**config.mk**
```make
export PLATFORM = sky130hd
export DESIGN_NAME = inst_fetch_unit
export DESIGN_NICKNAME = d
export VERILOG_FILES = /design/src/rtl/inst_fetch_unit_pkg.sv /design/src/rtl/inst_fetch_unit_jump_target_lut.sv /design/src/rtl/inst_fetch_unit.sv
export SDC_FILE = /design/constraint.sdc
export NUM_CORES = 1
export LEC_CHECK = 0
export CORE_ASPECT_RATIO = 0.9
export CORE_MARGIN = 3
export CORE_UTILIZATION = 65
export CTS_BUF_LIST = sky130_fd_sc_hd__clkbuf_8
export CTS_CLUSTER_DIAMETER = 40
export DETAILED_ROUTE_END_ITERATION = 7
export GPL_ROUTABILITY_DRIVEN = 0
export PLACE_DENSITY = 0.93
export SLEW_MARGIN = 40
export SYNTH_ARGS = -nofsm -noshare
export SYNTH_HDL_FRONTEND = slang
export SYNTH_SLANG_ARGS = --single-unit
```
**constraint.sdc**
```tcl
create_clock -name CLK -period 5.21 [get_ports CLK]
set_clock_uncertainty 0.05 [all_clocks]
set_input_delay 1.042 -clock CLK [delete_from_list [all_inputs] [get_ports CLK]]
set_output_delay 1.042 -clock CLK [all_outputs]
set_load 0.05 [all_outputs]
```
**src/rtl/inst_fetch_unit_pkg.sv**
```systemverilog
// Shared types and constants for the fetch stage: FSM state encoding and jump-LUT geometry.
package inst_fetch_unit_pkg;

    typedef enum logic [1:0] {
        IDLE   = 2'd0,
        ARMED  = 2'd1,
        RUN    = 2'd2,
        HALTED = 2'd3
    } fetch_state_t;

    localparam int kLUT_DEPTH  = 32;
    localparam int kJUMP_IDX_W = 5;

endpackage

```
**src/rtl/inst_fetch_unit_jump_target_lut.sv**
```systemverilog
// Writable jump-target table: synchronous write, combinational read, synchronous clear.
module jump_target_lut
    import inst_fetch_unit_pkg::*;
#(
    parameter int DEPTH  = kLUT_DEPTH,
    parameter int DATA_W = 10
) (
    input  logic                   clk,
    input  logic                   reset,
    input  logic                   we,
    input  logic [kJUMP_IDX_W-1:0] waddr,
    input  logic [DATA_W-1:0]      wdata,
    input  logic [kJUMP_IDX_W-1:0] raddr,
    output logic [DATA_W-1:0]      rdata
);

    logic [DATA_W-1:0] mem [DEPTH];

    // NOTE: the array is cleared on reset so jumps through unwritten entries land at 0;
    // that forces flops rather than a RAM macro, which is acceptable at 32 entries.
    always_ff @(posedge clk) begin
        if (reset) begin
            for (int i = 0; i < DEPTH; i++) begin
                mem[i] <= '0;
            end
        end else if (we) begin
            mem[waddr] <= wdata;
        end
    end

    // Read sees the pre-edge contents, so a same-cycle write to the jumped index returns the old value.
    assign rdata = mem[raddr];

endmodule

```
**src/rtl/inst_fetch_unit.sv**
```systemverilog
// Fetch stage: Start/Done FSM, program counter with jump redirect through a LUT, run-cycle counter.
module inst_fetch_unit
    import inst_fetch_unit_pkg::*;
#(
    parameter int PC_W       = 10,
    parameter int START_ADDR = 0,
    parameter int LUT_DEPTH  = kLUT_DEPTH,
    parameter int CNT_W      = 16
) (
    input  logic                   CLK,
    input  logic                   Reset,
    input  logic                   Start,
    input  logic                   halt_req,
    input  logic                   stall,
    input  logic                   jump_en,
    input  logic [kJUMP_IDX_W-1:0] jump_idx,
    input  logic                   lut_we,
    input  logic [kJUMP_IDX_W-1:0] lut_waddr,
    input  logic [PC_W-1:0]        lut_wdata,
    output logic [PC_W-1:0]        ProgCtr,
    output logic                   running,
    output logic                   Done,
    output logic [CNT_W-1:0]       cycle_count
);

    localparam logic [PC_W-1:0] kSTART_PC = PC_W'(START_ADDR);

    fetch_state_t    state, state_next;
    logic [PC_W-1:0] pc_next;
    logic [PC_W-1:0] jump_target;

    jump_target_lut #(
        .DEPTH  (LUT_DEPTH),
        .DATA_W (PC_W)
    ) u_lut (
        .clk   (CLK),
        .reset (Reset),
        .we    (lut_we),
        .waddr (lut_waddr),
        .wdata (lut_wdata),
        .raddr (jump_idx),
        .rdata (jump_target)
    );

    // NOTE: every register uses non-blocking assignments so all of them update from pre-edge values.
    always_ff @(posedge CLK) begin
        if (Reset) begin
            state   <= IDLE;
            ProgCtr <= '0;
        end else begin
            state   <= state_next;
            ProgCtr <= pc_next;
        end
    end

    // NOTE: defaults come first so every path assigns both signals and no latch is inferred.
    always_comb begin
        state_next = state;
        pc_next    = ProgCtr;
        if (Start) begin
            state_next = ARMED;
            pc_next    = kSTART_PC;
        end else begin
            unique case (state)
                IDLE:   ;
                ARMED:  state_next = RUN;
                RUN: begin
                    if (halt_req) begin
                        state_next = HALTED;
                    end else if (stall) begin
                        pc_next = ProgCtr;
                    end else if (jump_en) begin
                        pc_next = jump_target;
                    end else begin
                        pc_next = ProgCtr + 1'b1;
                    end
                end
                HALTED: ;
                default: state_next = IDLE;
            endcase
        end
    end

    // Counts every cycle spent in RUN, stalls included; Start clears it on the way into ARMED.
    always_ff @(posedge CLK) begin
        if (Reset || Start) begin
            cycle_count <= '0;
        end else if (state == RUN && cycle_count != '1) begin
            cycle_count <= cycle_count + 1'b1;
        end
    end

    assign running = (state == RUN);
    assign Done    = (state == HALTED);

endmodule

```
==> metrics.md <==
| Metric | Value |
|---|---|
| Status | `completed` |
| Min Tclk post-route | `around 3.4 ns` |
| P_leak | `between 6 and 7 nW` |
| H-tree depth | `2` |
| Vias in the first global route | `just under 10000` |
| Number of I/O port buffers | `between 50 and 60` |
| Max_slew headroom | `0.424` |
| Worst-margin pin slew | `~0.86 ns` |
| Final setup violation count | `0` |
| Setup TNS Final | `0 ns` |
| Total power | `~5.7 mW` |
| Clock Path Buffers | `3` |
| RSZ-0062 raised after global routing | `false` |
| Antenna diode count | `0` |
| Via-to-Cell Ratio | `between 6 and 7` |
| Clock Latency Late Sink | `0.58 ns` |
| Initial core utilization | `0.667` |
| Dpl cells | `between 1000 and 1500` |
| Power per standard cell area | `317 nW/um^2` |
| Mapped Area | `about 16000 um^2` |
| Synth Instances | `around 1200` |
| Overall Global Routing Usage | `0.289` |
| CORE AREA | `24500 um^2` |
| Setup crit start kind | `input port` |
| Syn-to-layout area delta | `9.82%` |
| CTS buffer count | `52` |
| Placed Area | `17000 um^2` |
| Most used DFF post-synth | `edfxtp_1` |
| Post-route ant nets | `0` |
| Peak supply drop | `about 0.23 mV` |
| Die width | `around 170 um` |
| Final hold violations | `0` |
| Flops & latches, synth | `348` |
| Post-layout nets | `1210` |
| First-pass GRT wire length | `approximately 60000 um` |
| Area leader, netlist | `edfxtp_1` |
| Final Cell Area | `17900 um^2` |
| Hold Crit Class | `flop to flop` |
| Hold-fix buffers, CTS | `0` |
| Clock Pin Slew Worst Setup and Hold Paths | `0.06 ns` |
| Clock sinks | `348` |
| Initial antenna violation count | `0` |
| Die Height | `~160 um` |
| Setup Crit Path Kind | `input port to flop` |
| Critical Path RT | `between 5 and 6 ns` |
| Final HPWL from detailed placement | `roughly 25000 um` |
| Synth area leaders | `edfxtp_1 59%, and2_1 12%, mux4_2 11%, dfxtp_1 3.4%, clkbuf_1 1.9%` |
| Fin crit share | `0.649` |
| CP endpoint kind | `flop` |
| Asr flop ratio synth | `0` |
| Root buf cell | `clkbuf_8` |
| Rows | `54` |
| CP Max Fanout | `11` |
| Max-cap check violation count | `0` |
| Achievable frequency | `between 200 and 300 MHz` |
| Drt drc | `0` |
| Largest net degree at the start of global routing | `between 40 and 50` |
| CTS tree | `built` |
| DRT Pass-1 Iters | `5` |
| Initial DRC Count | `approximately 1400` |
| Die ar. | `between 20000 and 30000 um^2` |
| Dpl ws | `~1.4 ns` |
| Mean Syn Cell Area | `roughly 14 um^2` |
| Via count | `10100` |
| Fin Hold WS | `roughly 0.47 ns` |
| Layout cells sized above 1 | `0.176` |
| Wirelength per Cell | `between 20 and 25 um` |
| Number of flops mapped to enable cells by yosys | `320` |
| Post-synth top cells | `322 x and2_1, 320 x edfxtp_1, 84 x clkbuf_1` |
| Net count after synthesis | `1183` |
| Final Util | `0.732` |
| CP arrival | `roughly 3.6 ns` |
| Count leader, synth | `and2_1` |
| Synth cell types | `between 50 and 60` |
| GRT overflow | `0` |
| Final worst slack | `1.83 ns` |
| Synthesis Warnings | `0` |
| Post-CTS Setup Bufs | `0` |
| PostCTS Resize Cnt | `0` |
| Register area share after synthesis | `0.624` |
| Max-slew violations | `0` |
| Non-Filler Instances | `~1600` |
| Routed wire length | `slightly below 40000 um` |
| Io pins | `55` |
| Share of the synthesized area in the top cell type | `0.589` |
-- layout make-up --
cell class                 count  area (um^2)
tap                          336          420
clock buffer                  56          771
sequential                   348        10200
fill                        1502         6560
inverter                       3         11.3
clock inverter                38          149
timing repair buffer          80          723
multi-input combinational    696         5660
-- cells in the final DEF, fill, tap and decap left out, types with 4 or more instances in the layout --
| cell type | count |
|---|---|
| nor3_1 | 4 |
| inv_1 | 24 |
| edfxtp_1 | 320 |
| clkbuf_8 | 56 |
| nand3_1 | 12 |
| clkdlybuf4s50_1 | 48 |
| a31oi_1 | 4 |
| mux2i_1 | 17 |
| mux2_2 | 4 |
| nand2b_1 | 4 |
| o31ai_1 | 8 |
| dfxtp_1 | 28 |
| or2_2 | 34 |
| nand3b_1 | 4 |
| nor2b_1 | 6 |
| clkinv_1 | 12 |
| a21oi_1 | 11 |
| buf_2 | 4 |
| o211ai_1 | 6 |
| nor2_1 | 60 |
| o21ai_0 | 20 |
| xor2_1 | 11 |
| nand2_1 | 24 |
| clkinv_2 | 5 |
| buf_4 | 27 |
| mux4_2 | 82 |
| o22ai_1 | 6 |
| and2_1 | 322 |
| nand4_1 | 7 |
| and3_1 | 7 |
-- cells by family after synthesis --
family	share of synthesized area
simple gates	0.179
buf+inv	0.0290
fa+ha+maj	0.00153
compound gates	0.0331
xor+xnor	0.00698
flops	0.624
mux	0.126
-- flip-flops by register name (all words and copies together), names as in the netlist --
register,count
ProgCtr,10
cycle_count,16
state,2
u_lut.mem,320
-- critical path: stages --
cell             delay (ns)
clkdlybuf4s50_1        0.57
nand2b_1               0.24
or3_1                  0.54
nor2_1                 0.73
or2_2                  0.43
-- layer usage --
metal / global-route usage / part of all wire
met5: 0 / 0
met4: 0.0976 / 0.030
met3: 0.0657 / 0.14
met2: 0.450 / 0.46
met1: 0.416 / 0.37
-- worst paths after layout --
check             cells after the start     start  slack [ns]               to
setup reg to reg                      5  state[0]        3.11       ProgCtr[2]
setup / recovery                      5     Reset        1.83  u_lut.mem[8][8]
hold / removal                        2  state[1]        0.47         state[1]
hold reg to reg                       2  state[1]        0.47         state[1]
-- report_power, final --
part	internal, mW	switching (mW)
logic	0.173	0.269
registers	3.18	0.0498
clock network	0.984	1.01
total	4.34	1.33
Power figures use the tool's default switching activity.
